## src/rtl/regfile_immgen_pkg.sv

```systemverilog
// Shared types for the decode-stage operand block: format codes, opcodes and
// instruction field views.
package regfile_immgen_pkg;

  localparam int unsigned XLEN  = 32;
  localparam int unsigned NREGS = 32;
  localparam int unsigned AW    = $clog2(NREGS);

  typedef enum logic [2:0] {
    FmtNop = 3'd0,
    FmtR   = 3'd1,
    FmtI   = 3'd2,
    FmtS   = 3'd3,
    FmtB   = 3'd4,
    FmtU   = 3'd5,
    FmtJ   = 3'd6
  } format_t;

  localparam logic [6:0] I_OP    = 7'b0010011;
  localparam logic [6:0] S_OP    = 7'b0100011;
  localparam logic [6:0] L_OP    = 7'b0000011;
  localparam logic [6:0] LUI_OP  = 7'b0110111;
  localparam logic [6:0] AUI_OP  = 7'b0010111;
  localparam logic [6:0] JAL_OP  = 7'b1101111;
  localparam logic [6:0] JALR_OP = 7'b1100111;
  localparam logic [6:0] B_OP    = 7'b1100011;
  localparam logic [6:0] RR_OP   = 7'b0110011;

  typedef struct packed {
    logic [11:0] imm;
    logic [4:0]  rs1;
    logic [2:0]  funct3;
    logic [4:0]  rd;
    logic [6:0]  opcode;
  } itype_t;

  typedef struct packed {
    logic [6:0] imm_hi;
    logic [4:0] rs2;
    logic [4:0] rs1;
    logic [2:0] funct3;
    logic [4:0] imm_lo;
    logic [6:0] opcode;
  } stype_t;

  typedef struct packed {
    logic       imm12;
    logic [5:0] imm10_5;
    logic [4:0] rs2;
    logic [4:0] rs1;
    logic [2:0] funct3;
    logic [3:0] imm4_1;
    logic       imm11;
    logic [6:0] opcode;
  } btype_t;

  typedef struct packed {
    logic [19:0] imm;
    logic [4:0]  rd;
    logic [6:0]  opcode;
  } utype_t;

  typedef struct packed {
    logic       imm20;
    logic [9:0] imm10_1;
    logic       imm11;
    logic [7:0] imm19_12;
    logic [4:0] rd;
    logic [6:0] opcode;
  } jtype_t;

  typedef union packed {
    itype_t itype;
    stype_t stype;
    btype_t btype;
    utype_t utype;
    jtype_t jtype;
  } instruction_t;

endpackage

```

## src/rtl/regfile_immgen_if.sv

```systemverilog
// Decoder/writeback-facing bus of the operand block.
interface regfile_immgen_if;
  import regfile_immgen_pkg::*;

  logic [31:0]     instr_i;
  logic [2:0]      format_i;
  logic [XLEN-1:0] imm_o;
  logic [AW-1:0]   i_raddr_a;
  logic [AW-1:0]   i_raddr_b;
  logic            i_wen;
  logic [AW-1:0]   i_waddr;
  logic [XLEN-1:0] i_wdata;
  logic [XLEN-1:0] o_rdata_a;
  logic [XLEN-1:0] o_rdata_b;

  modport master (
    output instr_i, format_i, i_raddr_a, i_raddr_b, i_wen, i_waddr, i_wdata,
    input  imm_o, o_rdata_a, o_rdata_b
  );

  modport slave (
    input  instr_i, format_i, i_raddr_a, i_raddr_b, i_wen, i_waddr, i_wdata,
    output imm_o, o_rdata_a, o_rdata_b
  );
endinterface

```

## src/rtl/imm_generator.sv

```systemverilog
// Combinational RV32I immediate generator, selected by decoder format code.
module imm_generator
  import regfile_immgen_pkg::*;
(
  input  logic [31:0]     instr_i,
  input  logic [2:0]      format_i,
  output logic [XLEN-1:0] imm_o
);

  instruction_t    w_instr;
  logic            w_s;
  logic [XLEN-1:0] w_imm_i;

  assign w_instr = instr_i;
  assign w_s     = instr_i[31];
  assign w_imm_i = {{20{w_s}}, w_instr.itype.imm};

  always_comb begin
    imm_o = '0;
    case (format_i)
      FmtI: imm_o = w_imm_i;
      FmtS: imm_o = {{20{w_s}}, w_instr.stype.imm_hi, w_instr.stype.imm_lo};
      FmtB: imm_o = {{19{w_s}}, w_instr.btype.imm12, w_instr.btype.imm11,
                     w_instr.btype.imm10_5, w_instr.btype.imm4_1, 1'b0};
      FmtU: imm_o = {w_instr.utype.imm, 12'b0};
      FmtJ: begin
        // The decoder tags JALR as J format; it still carries an I immediate.
        if (w_instr.jtype.opcode == JALR_OP) begin
          imm_o = w_imm_i;
        end else begin
          imm_o = {{11{w_s}}, w_instr.jtype.imm20, w_instr.jtype.imm19_12,
                   w_instr.jtype.imm11, w_instr.jtype.imm10_1, 1'b0};
        end
      end
      default: imm_o = '0;
    endcase
  end

endmodule

```

## src/rtl/regfile_2r1w.sv

```systemverilog
// Integer register file: two combinational read ports with write-through
// bypass, one synchronous write port, x0 hardwired to zero.
module regfile_2r1w
  import regfile_immgen_pkg::*;
(
  input  logic            clk,
  input  logic            rst,
  input  logic [AW-1:0]   i_raddr_a,
  input  logic [AW-1:0]   i_raddr_b,
  input  logic            i_wen,
  input  logic [AW-1:0]   i_waddr,
  input  logic [XLEN-1:0] i_wdata,
  output logic [XLEN-1:0] o_rdata_a,
  output logic [XLEN-1:0] o_rdata_b
);

  logic [XLEN-1:0] r_regs [NREGS];

  always_ff @(posedge clk or posedge rst) begin
    if (rst) begin
      for (int i = 0; i < NREGS; i++) begin
        r_regs[i] <= '0;
      end
    end else if (i_wen && (i_waddr != '0)) begin
      r_regs[i_waddr] <= i_wdata;
    end
  end

  // Bypass is gated by rst so reads stay zero for the whole reset window.
  always_comb begin
    o_rdata_a = '0;
    if (i_raddr_a != '0) begin
      if (i_wen && !rst && (i_waddr == i_raddr_a)) begin
        o_rdata_a = i_wdata;
      end else begin
        o_rdata_a = r_regs[i_raddr_a];
      end
    end
  end

  always_comb begin
    o_rdata_b = '0;
    if (i_raddr_b != '0) begin
      if (i_wen && !rst && (i_waddr == i_raddr_b)) begin
        o_rdata_b = i_wdata;
      end else begin
        o_rdata_b = r_regs[i_raddr_b];
      end
    end
  end

endmodule

```

## src/rtl/regfile_immgen.sv

```systemverilog
// Decode-stage operand block: register file plus immediate generator.
module regfile_immgen
  import regfile_immgen_pkg::*;
(
  input logic             clk,
  input logic             rst,
  regfile_immgen_if.slave bus
);

  imm_generator u_imm_generator (
    .instr_i  (bus.instr_i),
    .format_i (bus.format_i),
    .imm_o    (bus.imm_o)
  );

  regfile_2r1w u_regfile_2r1w (
    .clk       (clk),
    .rst       (rst),
    .i_raddr_a (bus.i_raddr_a),
    .i_raddr_b (bus.i_raddr_b),
    .i_wen     (bus.i_wen),
    .i_waddr   (bus.i_waddr),
    .i_wdata   (bus.i_wdata),
    .o_rdata_a (bus.o_rdata_a),
    .o_rdata_b (bus.o_rdata_b)
  );

endmodule

```

## src/flat_wrapper.sv

```systemverilog
// flat-port wrapper written by rule: the top's interface ports become plain ports
module regfile_immgen_flat import regfile_immgen_pkg::*;
  (clk, rst, bus_instr_i, bus_format_i, bus_i_raddr_a, bus_i_raddr_b, bus_i_wen, bus_i_waddr, bus_i_wdata, bus_imm_o, bus_o_rdata_a, bus_o_rdata_b);
  regfile_immgen_if bus_i ();
  input logic clk;
  input logic rst;
  input wire logic [$bits(bus_i.instr_i)-1:0] bus_instr_i;
  input wire logic [$bits(bus_i.format_i)-1:0] bus_format_i;
  input wire logic [$bits(bus_i.i_raddr_a)-1:0] bus_i_raddr_a;
  input wire logic [$bits(bus_i.i_raddr_b)-1:0] bus_i_raddr_b;
  input wire logic [$bits(bus_i.i_wen)-1:0] bus_i_wen;
  input wire logic [$bits(bus_i.i_waddr)-1:0] bus_i_waddr;
  input wire logic [$bits(bus_i.i_wdata)-1:0] bus_i_wdata;
  output wire logic [$bits(bus_i.imm_o)-1:0] bus_imm_o;
  output wire logic [$bits(bus_i.o_rdata_a)-1:0] bus_o_rdata_a;
  output wire logic [$bits(bus_i.o_rdata_b)-1:0] bus_o_rdata_b;
  assign bus_i.instr_i = bus_instr_i;
  assign bus_i.format_i = bus_format_i;
  assign bus_i.i_raddr_a = bus_i_raddr_a;
  assign bus_i.i_raddr_b = bus_i_raddr_b;
  assign bus_i.i_wen = bus_i_wen;
  assign bus_i.i_waddr = bus_i_waddr;
  assign bus_i.i_wdata = bus_i_wdata;
  assign bus_imm_o = bus_i.imm_o;
  assign bus_o_rdata_a = bus_i.o_rdata_a;
  assign bus_o_rdata_b = bus_i.o_rdata_b;
  regfile_immgen u_core (.clk(clk), .rst(rst), .bus(bus_i));
endmodule
```

## config.mk

```make
export PLATFORM = sky130hd
export DESIGN_NAME = regfile_immgen_flat
export DESIGN_NICKNAME = d
export VERILOG_FILES = /design/src/rtl/regfile_immgen_pkg.sv /design/src/rtl/regfile_immgen_if.sv /design/src/rtl/imm_generator.sv /design/src/rtl/regfile_2r1w.sv /design/src/rtl/regfile_immgen.sv /design/src/flat_wrapper.sv
export SDC_FILE = /design/constraint.sdc
export NUM_CORES = 2
export LEC_CHECK = 0
export ABC_AREA = 0
export BUFFER_PORTS_ARGS = -buffer_cell sky130_fd_sc_hd__buf_2
export CORE_MARGIN = 2
export CORE_UTILIZATION = 35
export DETAILED_ROUTE_END_ITERATION = 8
export PLACE_DENSITY = 0.61
export RECOVER_POWER = 25
export SLEW_MARGIN = 10
export SYNTH_ARGS = -nofsm -noshare
export SYNTH_HDL_FRONTEND = slang
export SYNTH_SLANG_ARGS = --single-unit
```

## constraint.sdc

```tcl
create_clock -name clk -period 88.8 [get_ports clk]
set_clock_uncertainty 0.1 [all_clocks]
set_input_delay 8.88 -clock clk [delete_from_list [all_inputs] [get_ports clk]]
set_output_delay 8.88 -clock clk [all_outputs]
set_load 0.02 [all_outputs]
```

==> results.md <==
* run status: finished, violations left
* violated checks: capacitance limit, slew limit
* wire length of the first global-routing pass: 280000 microns
* total number of H-tree levels: 3
* Fin Setup TNS: 0 ns
* post-CTS setup-driven buffer insertion count: 0
* sum of internal, switching and leakage power: 1.40 mW
* register area: 25600 sq um
* # clock sinks: 1024
* endpoint type of the worst setup path: output port
* post-synth cell types: 77
* Leak: 27.2 nW
* YS warnings: 0
* share of the yosys chip area belonging to registers: 0.452
* wire length per cell: 31.0 microns
* number of antenna violations at the first check in global routing: 22
* Die X-Extent: 407 microns
* root buf cell: clkbuf_16
* crit start category: input port
* ys flop type: dfrtp_1
* Port Buffer Count: 180
* detailed route wirelength on metal3: 16000 microns
* Net Count, Synth: 4151
* Floorplan Core Area: 161000 sq um
* data required time of the critical path: 79.82 ns
* total of max-cap violations: 7
* effective utilization at floorplan: 0.353
* number of nets still failing antenna checks after routing: 0
* iteration-0 DRC count of the detailed router: 3962
* via total after detailed routing: 38.2k
* number of buffers on the longest clock path: 3
* cts hold-fix bufs: 0
* ratio of cells with drive above 1 in the final layout: 0.468
* Total Wirelength: 194000 microns
* Gates resized, CTS repair: 0
* classification of the worst-slack hold path: register to register
* later-pin clock latency in the skew report: 0.73 ns
* arrival time at the worst endpoint: 13.37 ns
* fraction of power consumed by the clock network: 0.350
* max reg flops: 1024
* number of enable flip-flop cells after synthesis: 0
* Synth Register Bits: 1024
* site row count: 147
* startpoint-to-endpoint class of the critical path: input port to output port
* wl on met1: 81300 microns
* cell internal power dissipation: 1.01 mW
* detailed-route vias per instance: 6.12
* number of global-route vias before repair: 38.3k
* R2R Setup Slk: 87.87 ns
* area used by multi-input combinational logic: 28700 sq um
* biggest registers after layout: u_core.u_regfile_2r1w.r_regs: 1024 flops
* die outline area: 165000 sq um
* most flop-heavy register: u_core.u_regfile_2r1w.r_regs
* final weighted congestion in routability-driven placement: 0.834
* highest achievable clock rate: 44.7 MHz
* DRC: 0
* overflow left after global routing: 0
* Die H: 407 microns
* CTS tree: built
* fraction of synthesis flops using an asynchronous set or reset pin: 1.00
* final max-slew violation count: 554
* largest fanout of any net on the critical path: 65
* Layout area overhead: 10.3%
* part of the total power dissipated in combinational logic: 0.207
* HPWL after detailed placement: 112000 microns
* Fin. Hold Viols: 0
* power per standard cell area: 22.4 nW/um^2
* number of I/O pins: 181
* clock-pin slew reported for the worst setup and hold paths after clock tree synthesis: 0.06 ns
* netlist area before placement: 56700 sq um
* net switching power: 391 uW
* average footprint of a synthesized cell: 14.0 sq um
* Routed met2 length: 89400 microns
* Post-layout nets: 4086
* Num CTS Buffers: 106
* pin slew with the least headroom to its limit: 9.21 ns
* number of instances in the synthesized netlist: 4066
* crit share post-route: 0.252
* largest net degree at the start of global routing: 167
* Max IR drop VDD: 0.0000151 V
* share of total power consumed by net switching: 0.279
* Slew Limit Headroom: -5.14
* setup repair after global routing missed its margin: no
* number of iterations in the first detailed-routing pass: 5
* final critical path time including I/O delays and setup: 22.35 ns
* uppermost metal layer occupied by signal nets: met5
* fill cell total of the finished layout: 15.1k
* GRT Util Overall: 0.232
* number of setup violations in the final report: 0
* sequential power share: 0.443
[routing by layer]
layer  GRT usage  up-vias
met5           0        -
met3      0.0480      368
met1       0.319    20700
met2       0.365     1652
li1            -    15500
met4      0.0816       22
[through the flow]
| stage | instance area, sq um | setup slack, ns | std cells | hold slack [ns] | util |
|---|---|---|---|---|---|
| floorplan | 56700 | 51.00 | 4066 | 0.335 | - |
| global placement | 58800 | 66.43 | 6053 | 0.275 | 0.366 |
| detailed placement | 58800 | 66.42 | 6053 | 0.275 | 0.366 |
| CTS | 62600 | 66.42 | 6244 | 0.289 | 0.390 |
| global route | 62500 | 66.11 | 6245 | 0.308 | 0.389 |
| finish | 62600 | 66.45 | 6248 | 0.286 | 0.389 |
[Yosys cell counts (52+ instances only)]
| master | n | share of area |
|---|---|---|
| mux2_2 | 1036 | 0.21 |
| dfrtp_1 | 1024 | 0.45 |
| mux4_2 | 362 | 0.14 |
| mux2i_1 | 278 | 0.049 |
| clkbuf_1 | 179 | 0.012 |
| buf_2 | 128 | 0.011 |
| nand2_1 | 107 | 0.0071 |
| nor2_1 | 88 | 0.0058 |
| a21oi_1 | 75 | 0.0066 |
| o21ai_0 | 62 | 0.0055 |
| nor3_1 | 57 | 0.0050 |
| o22ai_1 | 57 | 0.0063 |
| a221oi_1 | 52 | 0.0080 |
[worst paths after layout]
kind / startpoint / to / cells past startpoint
min in group asynchronous: rst / u_core.u_regfile_2r1w.r_regs[290]$_DFFE_PP0P_ / 2
worst max register to register: u_core.u_regfile_2r1w.r_regs[983]$_DFFE_PP0P_ / u_core.u_regfile_2r1w.r_regs[983]$_DFFE_PP0P_ / 1
worst max-delay path: bus_i_raddr_a[0] / bus_o_rdata_a[10] / 11
worst min-delay path: u_core.u_regfile_2r1w.r_regs[1016]$_DFFE_PP0P_ / u_core.u_regfile_2r1w.r_regs[1016]$_DFFE_PP0P_ / 0
worst min register to register: u_core.u_regfile_2r1w.r_regs[1016]$_DFFE_PP0P_ / u_core.u_regfile_2r1w.r_regs[1016]$_DFFE_PP0P_ / 0
max in group asynchronous: rst / u_core.u_regfile_2r1w.r_regs[282]$_DFFE_PP0P_ / 5
[cell usage in the layout (no fill, tap or decap), types with 25 or more instances in the layout]
cell	netlist	layout
nor2_1	88	73
o21ai_0	62	62
clkbuf_16	0	109
mux2_2	1036	1036
clkbuf_8	0	25
a22oi_1	38	38
buf_2	128	170
mux4_2	362	362
a221oi_1	52	52
a221o_1	30	30
buf_4	50	91
a21oi_1	75	75
nor3_1	57	57
a211oi_1	49	49
nand2_1	107	97
and3_1	25	25
dfrtp_1	1024	1024
mux2i_1	278	278
o22ai_1	57	57
[kinds of logic after synthesis]
group,after synthesis,synth area share
compound gates,483,0.0605
xor+xnor,10,0.00187
buf+inv,461,0.0464
flops,1024,0.452
mux,1688,0.404
simple gates,400,0.0356
[final cells by class]
| cell class | instances | share of cell area |
|---|---|---|
| multi-input combinational | 2581 | 0.459 |
| sequential | 1024 | 0.410 |
| clock buffer | 145 | 0.0496 |
| tap | 2160 | 0.0432 |
| timing repair buffer | 275 | 0.0269 |
| clock inverter | 46 | 0.0111 |
| inverter | 13 | 0.000800 |
| antenna | 4 | 0.000160 |
[critical path: stages]
cell and delay, ns:
buf_8 0.60, buf_4 0.66, buf_4 0.83, buf_4 0.76, mux2_2 0.41, o22ai_1 0.16, nor2_1 0.08, nor3_1 0.20
a21oi_1 0.06, a221o_1 0.41, buf_2 0.21
[power groups by stage]
stage,clock network (mW),logic (mW),registers [mW]
after floorplan,0,0.231,0.606
after global placement,0,0.285,0.623
after CTS,0.498,0.292,0.618
after detailed placement,0,0.291,0.626
final,0.492,0.291,0.621
after global routing,0.517,0.312,0.632
Power figures use the tool's default switching activity.
